<file path="src/rtl/dmem_stall_ctrl.sv">
// Data-memory stall controller.
// Holds the pipeline while one MEM-stage load or store is carried out
// over a request/acknowledge memory port. A WAIT-cycle watchdog aborts
// accesses that never get acknowledged.
module dmem_stall_ctrl #(
    parameter int DATA_WIDTH = 16,
    parameter int TIMEOUT    = 15     // legal range 1..255
) (
    input  logic                  clk,
    input  logic                  rst,
    input  logic                  MemReadM,
    input  logic                  MemWriteM,
    input  logic [DATA_WIDTH-1:0] addrM,
    input  logic [DATA_WIDTH-1:0] wdataM,
    output logic                  mem_req,
    output logic                  mem_we,
    output logic [DATA_WIDTH-1:0] mem_addr,
    output logic [DATA_WIDTH-1:0] mem_wdata,
    input  logic                  mem_ack,
    input  logic [DATA_WIDTH-1:0] mem_rdata,
    output logic                  stop,
    output logic [DATA_WIDTH-1:0] rdataM,
    output logic                  err,
    output logic [15:0]           stall_cnt
);

    localparam logic [1:0] IDLE = 2'd0;
    localparam logic [1:0] WAIT = 2'd1;
    localparam logic [1:0] DONE = 2'd2;

    // Last WAIT count value before the access is abandoned.
    localparam logic [7:0] TO_LAST = 8'(TIMEOUT - 1);

    logic [1:0] state;
    logic [7:0] wait_cnt;
    logic       access;

    assign access = MemReadM | MemWriteM;

    // Freeze the pipeline from access detection until the access resolves;
    // DONE releases it for exactly one cycle so the access is not reissued.
    always_comb begin
        stop = 1'b0;
        if (!rst)
            stop = ((state == IDLE) && access) || (state == WAIT);
    end

    // Saturating count of cycles the pipeline was frozen.
    always_ff @(posedge clk) begin
        if (rst)
            stall_cnt <= 16'd0;
        else if (stop && (stall_cnt != 16'hFFFF))
            stall_cnt <= stall_cnt + 16'd1;
    end

    // Access FSM: latch request in IDLE, wait for ack or timeout, one DONE cycle.
    always_ff @(posedge clk) begin
        if (rst) begin
            state     <= IDLE;
            mem_req   <= 1'b0;
            mem_we    <= 1'b0;
            mem_addr  <= '0;
            mem_wdata <= '0;
            rdataM    <= '0;
            err       <= 1'b0;
            wait_cnt  <= 8'd0;
        end else begin
            case (state)
                IDLE: begin
                    if (access) begin
                        // Write wins when both strobes are set.
                        mem_addr  <= addrM;
                        mem_wdata <= wdataM;
                        mem_we    <= MemWriteM;
                        mem_req   <= 1'b1;
                        wait_cnt  <= 8'd0;
                        state     <= WAIT;
                    end
                end
                WAIT: begin
                    if (mem_ack) begin
                        // Ack takes precedence over a coincident timeout.
                        mem_req <= 1'b0;
                        state   <= DONE;
                        if (!mem_we)
                            rdataM <= mem_rdata;
                    end else if (wait_cnt == TO_LAST) begin
                        mem_req <= 1'b0;
                        state   <= DONE;
                        err     <= 1'b1;
                        if (!mem_we)
                            rdataM <= '0;
                    end else begin
                        wait_cnt <= wait_cnt + 8'd1;
                    end
                end
                DONE: begin
                    state <= IDLE;
                end
                default: begin
                    state   <= IDLE;
                    mem_req <= 1'b0;
                end
            endcase
        end
    end

endmodule
</file>
<file path="config.mk">
export PLATFORM = sky130hd
export DESIGN_NAME = dmem_stall_ctrl
export DESIGN_NICKNAME = d
export VERILOG_FILES = /design/src/rtl/dmem_stall_ctrl.sv
export SDC_FILE = /design/constraint.sdc
export NUM_CORES = 1
export LEC_CHECK = 0
export ABC_AREA = 1
export BUFFER_PORTS_ARGS = -buffer_cell sky130_fd_sc_hd__buf_2
export CAP_MARGIN = 20
export CORE_ASPECT_RATIO = 0.75
export CORE_UTILIZATION = 33
export CTS_CLUSTER_SIZE = 28
export DETAILED_ROUTE_END_ITERATION = 6
export GPL_TIMING_DRIVEN = 0
export PLACE_DENSITY = 0.67
export SYNTH_ARGS = -nofsm -noshare
export SYNTH_HDL_FRONTEND = slang
export SYNTH_SLANG_ARGS = --single-unit
</file>
<file path="constraint.sdc">
create_clock -name clk -period 2.7 [get_ports clk]
set_clock_uncertainty 0.05 [all_clocks]
set_input_delay 0.27 -clock clk [delete_from_list [all_inputs] [get_ports clk]]
set_output_delay 0.27 -clock clk [all_outputs]
set_load 0.01 [all_outputs]
</file>
## Word-level counts from Yosys, hierarchy flattened

Index checks and enable logic that the tools add are counted.

| storage, ports and cells | value |
|---|---|
| output and inout bits | 68 |
| register bits | 77 |

| operators by class | value |
|---|---|
| add/subtract/negate cells | 2 |
| bitwise gates (word level) | 3 |
| reductions and logical operators | 12 |
| mux-type cells | 17 |
| eq/ne operators | 10 |

Operators by type and width:

| operator | number |
|---|---|
| $mux W16 | 4 |
| $mux W8 | 3 |
| $add A16 B1 Y16 const B | 1 |
| $ne A16 B16 Y1 const B | 1 |
| $pmux W8 S2 | 1 |
| $ne A2 B2 Y1 const B | 5 |
| $add A8 B1 Y8 const B | 1 |
| $eq A8 B4 Y1 const B | 1 |
| $reduce_and A4 Y1 | 2 |
| $mux W2 | 3 |
| $reduce_and A3 Y1 | 2 |
| $mux W1 | 4 |
| $pmux W2 S2 | 1 |
| $reduce_and A2 Y1 | 2 |
| $reduce_bool A2 Y1 | 2 |
| $ne A3 B2 Y1 const B | 1 |
| $pmux W1 S3 | 1 |
| $eq A2 B1 Y1 const B | 1 |
| $eq A2 B2 Y1 const B | 1 |
| $logic_and A1 B1 Y1 | 2 |
| $logic_not A2 Y1 | 1 |
| $not A1 Y1 | 2 |
| $logic_or A1 B1 Y1 | 1 |
| $or A1 B1 Y1 | 1 |

## Logic depth before layout (Yosys ltp)

Gate-level depths: netlist of the first run.

| logic depth | value |
|---|---|
| depth after elaboration | 5 |
| depth in mapped cells | 10 |
| mapped depth without buffers | 9 |

## Worst setup path before layout of the first run

No wires, ideal clock.

| timing | value |
|---|---|
| path type | register -> register |
| start point | register stall_cnt[1] |
| end point | register stall_cnt[13] |
| arrival | 1.287 ns |
| setup time | 0.115 ns |
| clock period less this slack | 1.452 ns |
| cell stages (with the launch flop) | 8 |
| slack | 1.248 ns |
| cell sequence | dfxtp_1 > ha_1 > nand3_1 > nor2_1 > nand2_1 > buf_2 > a21oi_1 > nor2_1 |

| between the ends | value |
|---|---|
| cells in the longest elaborated chain, start to end | 2 |
| elaborated cells on any way between the ends | 3 |
| those cells by class | add/sub: 1; eq/ne: 1; reduce/logical: 1 |

RTL lines:

| element | line | RTL |
|---|---|---|
| start: declaration | 24 | `output logic [15:0] stall_cnt` |
| start signal: assignment | 53 | `stall_cnt <= stall_cnt + 16'd1;` |
| parallel branches: the longest is 2 deep, another holds $add A16 B1 Y16 | -- |  |

Several ways; the timed one is not identified.
A chain may end at the register's enable or synchronous reset.

## Worst setup path after layout of the first run

| timing | value |
|---|---|
| start point | register state[0] |
| end point | output port stop |

| between the ends | value |
|---|---|
| cells in the longest elaborated chain, start to end | 4 |
| elaborated cells on any way between the ends | 5 |
| those cells by class | eq/ne: 1; mux: 1; reduce/logical: 3 |

RTL lines:

| element | line | RTL |
|---|---|---|
| start: declaration | 34 | `logic [1:0] state;` |
| start signal: assignment | 59 | `state <= IDLE;` |
| start signal: assignment | 77 | `state <= WAIT;` |
| start signal: assignment | 84 | `state <= DONE;` |
| $logic_not A2 Y1 | 45 | `stop = ((state == IDLE) && access) \|\| (state == WAIT);` |
| $logic_and A1 B1 Y1 | 45 |  |
| $logic_or A1 B1 Y1 (*) | 45 |  |
| $mux W1 (*) | 44 | `if (!rst)` |
| end: declaration | 21 | `output logic stop,` |

Mark *: on every way between the ends. The rest lies on a longest branch, timed or not.

==> impl_results.md, run 1 <==
- Status: finished, final reports clean
- Hold Fails Final Rpt: 0
- Post-synthesis simple-gate area fraction: 35.7%
- Die area: 0.0111 mm^2
- Post-DP HPWL: 7180 um
- Final min period: 1850 ps
- Chip Width: 121 um
- Hold path cells: 3
- Die height: 91.3 um
- Mapped Cells: 527
- Worst hold path class: primary input to register
- Layout cell share with drive strength beyond 1: 22.5%
- CP required: 2380 ps
- Largest net degree at the start of global routing: 14
- Yosys cell types: 22
- Complex-gate fraction of the synthesized area: 9.27%
- Multiplexer share of the synthesized area: 0%
- Port Buffers: 119
- Seq cells post-synth: 77
- Post-synthesis sequential area ratio: 43.9%
- R2R depth: 9
- Crit path buffers/inverters: 2
- Leak: 2.25 nW
- Vias/cell: 4.62
- Routed Antenna Nets: 0
- Layout filler cell count: 1089
- Crit path depth: 5
- Crit Path Category: register to output port
- Synth Net Count: 583
- Sink Count: 77
- Total gr overflow: 0
- Clock buffer count from CTS: 9
- Fin cells: 798
- Hold-fix buffers, CTS: 0
- Crit share post-route: 68.7%
- P per Cell Area: 646 mW/mm^2
- Largest fanout on the critical path: 10
- Cell area after synthesis: 0.00351 mm^2
- Drt first pass iters: 5
- Routed vias: 3686
- Area grow syn2layout: 30.7%
- Crit path max-delay cell type: dfxtp_1
- H-tree depth: 3
- Critical-path cell list: nor2_1, nand2_1, buf_4, a21oi_4, buf_2
- Total placed cells including tap cells: 782
- Tightest Pin Transition: 514 ps
- Ys Warns: 0
- Fmax: 0.539 GHz
- Design area: 0.00459 mm^2
- Layout net count: 713
- XOR/XNOR Fraction of Synth Area: 1.25%
- Cell family with most CP delay: buffers and inverters
- PnR worst setup slack: 846 ps
- I/O Pins: 121
- Post-cts sizing count: 0
- CP endpoint kind: output port
- Syn_area_per_cell: 6.66 um^2
- Dpl ws: 947 ps
- Final hold slack: 140 ps
- Final WL: 9490 um
- Largest family of logic cells by synthesized area: simple AND/OR/NAND/NOR gates
- RSZ-0062 raised after global routing: false
- Max Buffers Root-to-Sink: 2
- Slowest cell delay on critical path: 350 ps
- Total Routing Usage GR: 18.0%
- 1st-iter DRT viols: 180
- First-pass GRT wire length: 15900 um
- Placed inst area: 0.00427 mm^2
- Maximum vdd drop: 0.321 mV
- Core area: 0.0103 mm^2
- Wire per inst: 11.9 um
- Cell row count: 32
- Final setup TNS: 0 ps
- Final slew viol count: 0
- RePlAce Congestion: 0.839
- Initial antenna violation count: 0
- Post CTS Setup Buffer Count: 0
- Max Cap Violations: 0
- Area share of fa/ha/maj cells after synthesis: 1.07%
- Diode count: 0
- Starting density of the core: 34.0%
- Fin util: 44.4%
- Clk Latency, worst-skew pair: 330 ps
- Rel. slew slack: 65.7%
- Vias in the first global route: 3500
- TritonCTS clock tree: done
- Root buf cell: clkbuf_16
- Clk slew on worst S/H paths: 60 ps
- Count of final setup violators: 0
- CP Launch Type: register
- DRC viols: 0
- Final Power: 2.96 mW
- Critical Path AT: 1530 ps
## power by group
group	switching, mW	leakage, nW	internal [mW]
combinational	0.279	1.47	0.173
sequential	0.0465	0.632	1.22
clock	0.477	0.148	0.766
total	0.803	2.25	2.16
## layout by cell type (no fill, tap or decap), drive strengths merged
cell type,Yosys,final
nor2,134,134
buf,8,127
nand2,126,126
dfxtp,77,77
inv,52,52
o21ai,37,37
clkbuf,14,25
nand3,22,22
a21oi,22,22
nand4,18,18
xor2,5,5
clkinv,3,5
ha,3,3
nand3b,2,2
nor3b,2,2
clkinvlp,0,2
o21bai,1,1
or2,1,1
bufinv,0,1
## synth_stat cells (all sizes together)
cell type  count  area (um^2)
a21oi         22          121
buf            8         48.8
clkbuf        14         52.6
clkinv         3         11.3
dfxtp         77         1540
ha             3         37.5
inv           52          195
nand2        126          478
nand3         22          123
nand3b         2         15.0
nand4         18          113
nor2         134          503
nor3b          2         15.0
o21ai         37          185
o21bai         1         18.8
or2            1         6.26
xor2           5         43.8
## cell type report
cell class | instances | area (um^2) | share of cell area (%)
multi-input cells | 373 | 1660 | 36.2
repair buffers | 119 | 596 | 13.0
plain buffers | 22 | 101 | 2.21
clock inverters | 5 | 58.8 | 1.28
flip-flops and latches | 77 | 1540 | 33.6
clock buffers | 11 | 253 | 5.51
well taps | 136 | 170 | 3.71
inverters | 55 | 206 | 4.50
## cell families (layout without fill, tap and decap cells)
logic type / count (synthesis) / after routing
simple gates: 305 / 305
buf+inv: 77 / 212
xor+xnor: 5 / 5
fa+ha+maj: 3 / 3
flops: 77 / 77
compound gates: 60 / 60
## worst min-delay path, stage by stage
cell     delay, ps
buf_2           70
o21ai_0         70
nor2_1          70
## flip-flops by register name, summed over array words and instances (netlist names)
name,flops
rdataM,16
stall_cnt,16
mem_we,1
wait_cnt,8
mem_addr,16
state,2
err,1
mem_req,1
mem_wdata,16
## worst paths after layout
path                start            end  slack, ps
max              state[0]           stop        850
min            wdataM[12]  mem_wdata[12]        140
max reg2reg  stall_cnt[1]  stall_cnt[13]        930
min reg2reg  mem_wdata[5]   mem_wdata[5]        430
## routing by layer
metal	part of all wire (%)	vias up	track usage [%]	wire, um
li1	-	1910	-	-
met2	47	103	30.8	4480
met5	0	-	0	0
met3	5.6	8	4.71	528
met4	1.1	0	5.86	109
met1	46	1665	21.8	4380
(Power assumes the default switching activity.)
==> inputs of run 2 (changes only) <==
--- a/config.mk
+++ b/config.mk
@@ -5,7 +5,7 @@
 export SDC_FILE = /design/constraint.sdc
 export NUM_CORES = 1
 export LEC_CHECK = 0
-export ABC_AREA = 1
+export ABC_AREA = 0
 export BUFFER_PORTS_ARGS = -buffer_cell sky130_fd_sc_hd__buf_2
 export CAP_MARGIN = 20
 export CORE_ASPECT_RATIO = 0.75
@@ -13,7 +13,7 @@
 export CTS_CLUSTER_SIZE = 28
 export DETAILED_ROUTE_END_ITERATION = 6
 export GPL_TIMING_DRIVEN = 0
-export PLACE_DENSITY = 0.67
+export PLACE_DENSITY = 0.7
 export SYNTH_ARGS = -nofsm -noshare
 export SYNTH_HDL_FRONTEND = slang
 export SYNTH_SLANG_ARGS = --single-unit
==> constraint.sdc (replaced) <==
create_clock -name clk -period 1.7 [get_ports clk]
set_clock_uncertainty 0.05 [all_clocks]
set_input_delay 0.17 -clock clk [delete_from_list [all_inputs] [get_ports clk]]
set_output_delay 0.17 -clock clk [all_outputs]
set_load 0.01 [all_outputs]
==> impl_results.md, run 2 <==
- H-tree depth: 3
- Leak: 2.03 nW
- Clk Latency, worst-skew pair: 330 ps
- Design area: 0.00475 mm^2
- Max Cap Violations: 0
- Placed inst area: 0.00399 mm^2
- Psw: 1.12 mW
- Clock network fraction of design power: 41.4%
- Ys Warns: 0
- Violated checks: negative setup slack
- Root buf cell: clkbuf_16
- Complex-gate fraction of the synthesized area: 16.0%
- DRC viols: 0
- Post-synthesis simple-gate area fraction: 26.7%
- Vias in the first global route: 2910
- Pint: 3.25 mW
- Final min period: 1840 ps
- Reg power frac: 44.8%
- Hold Fails Final Rpt: 0
- Worst hold path class: primary input to register
- Initial antenna violation count: 0
- Most frequent cells in the layout: buf_2, nand2_1, dfxtp_1
- Synth Net Count: 439
- TritonCTS clock tree: done
- Area grow syn2layout: 49.6%
- Count of final setup violators: 27
- Total Routing Usage GR: 17.8%
- Port Buffers: 118
- EDFF count, synth: 0
- Layout cell share with drive strength beyond 1: 45.5%
- Hold path cells: 3
- Syn_area_per_cell: 8.29 um^2
- Largest net degree at the start of global routing: 13
- Fmax: 0.542 GHz
- Chip Width: 115 um
- Diode count: 0
- Yosys cell types: 43
- Die area: 0.0100 mm^2
- I/O Pins: 121
- Synth top area share: 48.6%
- Sink Count: 77
- R2R depth: 6
- Wire per inst: 13.7 um
- Final slew viol count: 0
- Commonest non-fill, non-tap cell in the layout: buf_2
- RSZ-0062 raised after global routing: true
- Maximum vdd drop: 0.387 mV
- Crit Path Category: register to register
- First-pass GRT wire length: 13800 um
- Cell area after synthesis: 0.00317 mm^2
- Synth cell count leaders: nand2_1, dfxtp_1, a21oi_1
- Clk slew on worst S/H paths: 60 ps
- XOR/XNOR Fraction of Synth Area: 2.48%
- Multiplexer share of the synthesized area: 1.26%
- Total gr overflow: 0
- Crit share post-route: 108%
- Core area: 0.00920 mm^2
- Rel. slew slack: 55.9%
- Cell row count: 30
- Logic pwr share: 13.8%
- RePlAce Congestion: 0.818
- Starting density of the core: 34.5%
- Clock buffer count from CTS: 9
- Hold-fix buffers, CTS: 0
- PnR worst setup slack: -143 ps
- Routed vias: 3202
- CP Launch Type: register
- P per Cell Area: 921 mW/mm^2
- Largest family of logic cells by synthesized area: simple AND/OR/NAND/NOR gates
- Final WL: 9040 um
- Most common cell in the netlist: nand2_1
- Top cells by area, synth: dfxtp_1, nand2_1, a21oi_1, nand3_1, nor2_1
- Post-DP HPWL: 6150 um
- Largest fanout on the critical path: 5
- CP endpoint kind: register
- Post-synthesis sequential area ratio: 48.6%
- Tightest Pin Transition: 662 ps
- Area share of fa/ha/maj cells after synthesis: 1.18%
- Top FF cell, synth: dfxtp_1
- Drt first pass iters: 5
- 1st-iter DRT viols: 142
- Critical Path AT: 2050 ps
- Vias/cell: 4.87
- Mapped Cells: 383
- Final setup TNS: -2300 ps
- Layout net count: 582
- Status: finished with violations
- Die height: 86.9 um
- Seq cells post-synth: 77
- Fin util: 51.6%
- Routed Antenna Nets: 0
- CP required: 1910 ps
- Asr flop ratio synth: 0%
- Post-synth top area cell: dfxtp_1
- Sw Ratio: 25.6%
- Max Buffers Root-to-Sink: 2
- Final Power: 4.37 mW
[run 2: worst paths after layout]
| check | start | end | slack [ps] |
|---|---|---|---|
| max reg2reg | wait_cnt[0] | wait_cnt[7] | -140 |
| min | wdataM[12] | mem_wdata[12] | 30 |
| min reg2reg | mem_wdata[3] | mem_wdata[3] | 400 |
| max | wait_cnt[0] | wait_cnt[7] | -140 |
[run 2: kinds of logic after synthesis]
group,after synthesis
xor gates and xnor gates,9
adders and majority gates,3
muxes,4
DFF,77
AOI/OAI and AO/OA,83
buffers and inverters,29
and+or+nand+nor,178
[run 2: through the flow]
step / setup slack (ps) / std cells / hold WS (ps)
after CTS: -116 / 652 / 14.2
after global routing: -190 / 658 / 16.3
after detailed placement: -265 / 629 / 366
after global placement: -245 / 629 / 360
final: -143 / 658 / 28.4
after floorplan: -38.6 / 383 / 256
[run 2: metal layers]
metal / share of wire [%] / GRT usage [%] / vias up
met3: 4.9 / 5.64 / 8
met5: 0 / 0 / -
met1: 45 / 21.8 / 1496
met2: 49 / 29.1 / 103
li1: - / - / 1595
met4: 1.1 / 6.85 / 0
[run 2: power groups by stage]
| stage | Sequential (mW) | Clock, mW | Combinational (mW) |
|---|---|---|---|
| 6_report | 1.96 | 1.81 | 0.603 |
| 5_1_grt | 1.97 | 1.94 | 0.666 |
| 4_1_cts | 1.96 | 1.86 | 0.569 |
| 3_5_place_dp | 2.00 | 0 | 0.527 |
| 3_3_place_gp | 1.99 | 0 | 0.511 |
| 2_1_floorplan | 2.04 | 0 | 0.259 |
[run 2: critical path: stages (launching register included)]
cell and delay, ps:
dfxtp_4 350, inv_2 50, ha_4 140, and4b_2 280, a211o_4 370, or4_4 420
a21oi_2 120
[run 2: cell type report]
cell class	count	area [um^2]
sequential	77	1580
fill	850	4450
tap	128	160
multi-input combinational	277	1840
inverter	5	18.8
clock inverter	3	18.8
clock buffer	12	268
timing repair buffer	136	749
buffer	20	113
[run 2: timing repair]
| item | 4_1_cts | 5_1_grt |
|---|---|---|
| cloned | 1 | 0 |
| setup buffers | 11 | 7 |
| pin swaps | 33 | 14 |
| endpoints found under the setup margin | 37 | 68 |
| resized for setup | 53 | 45 |
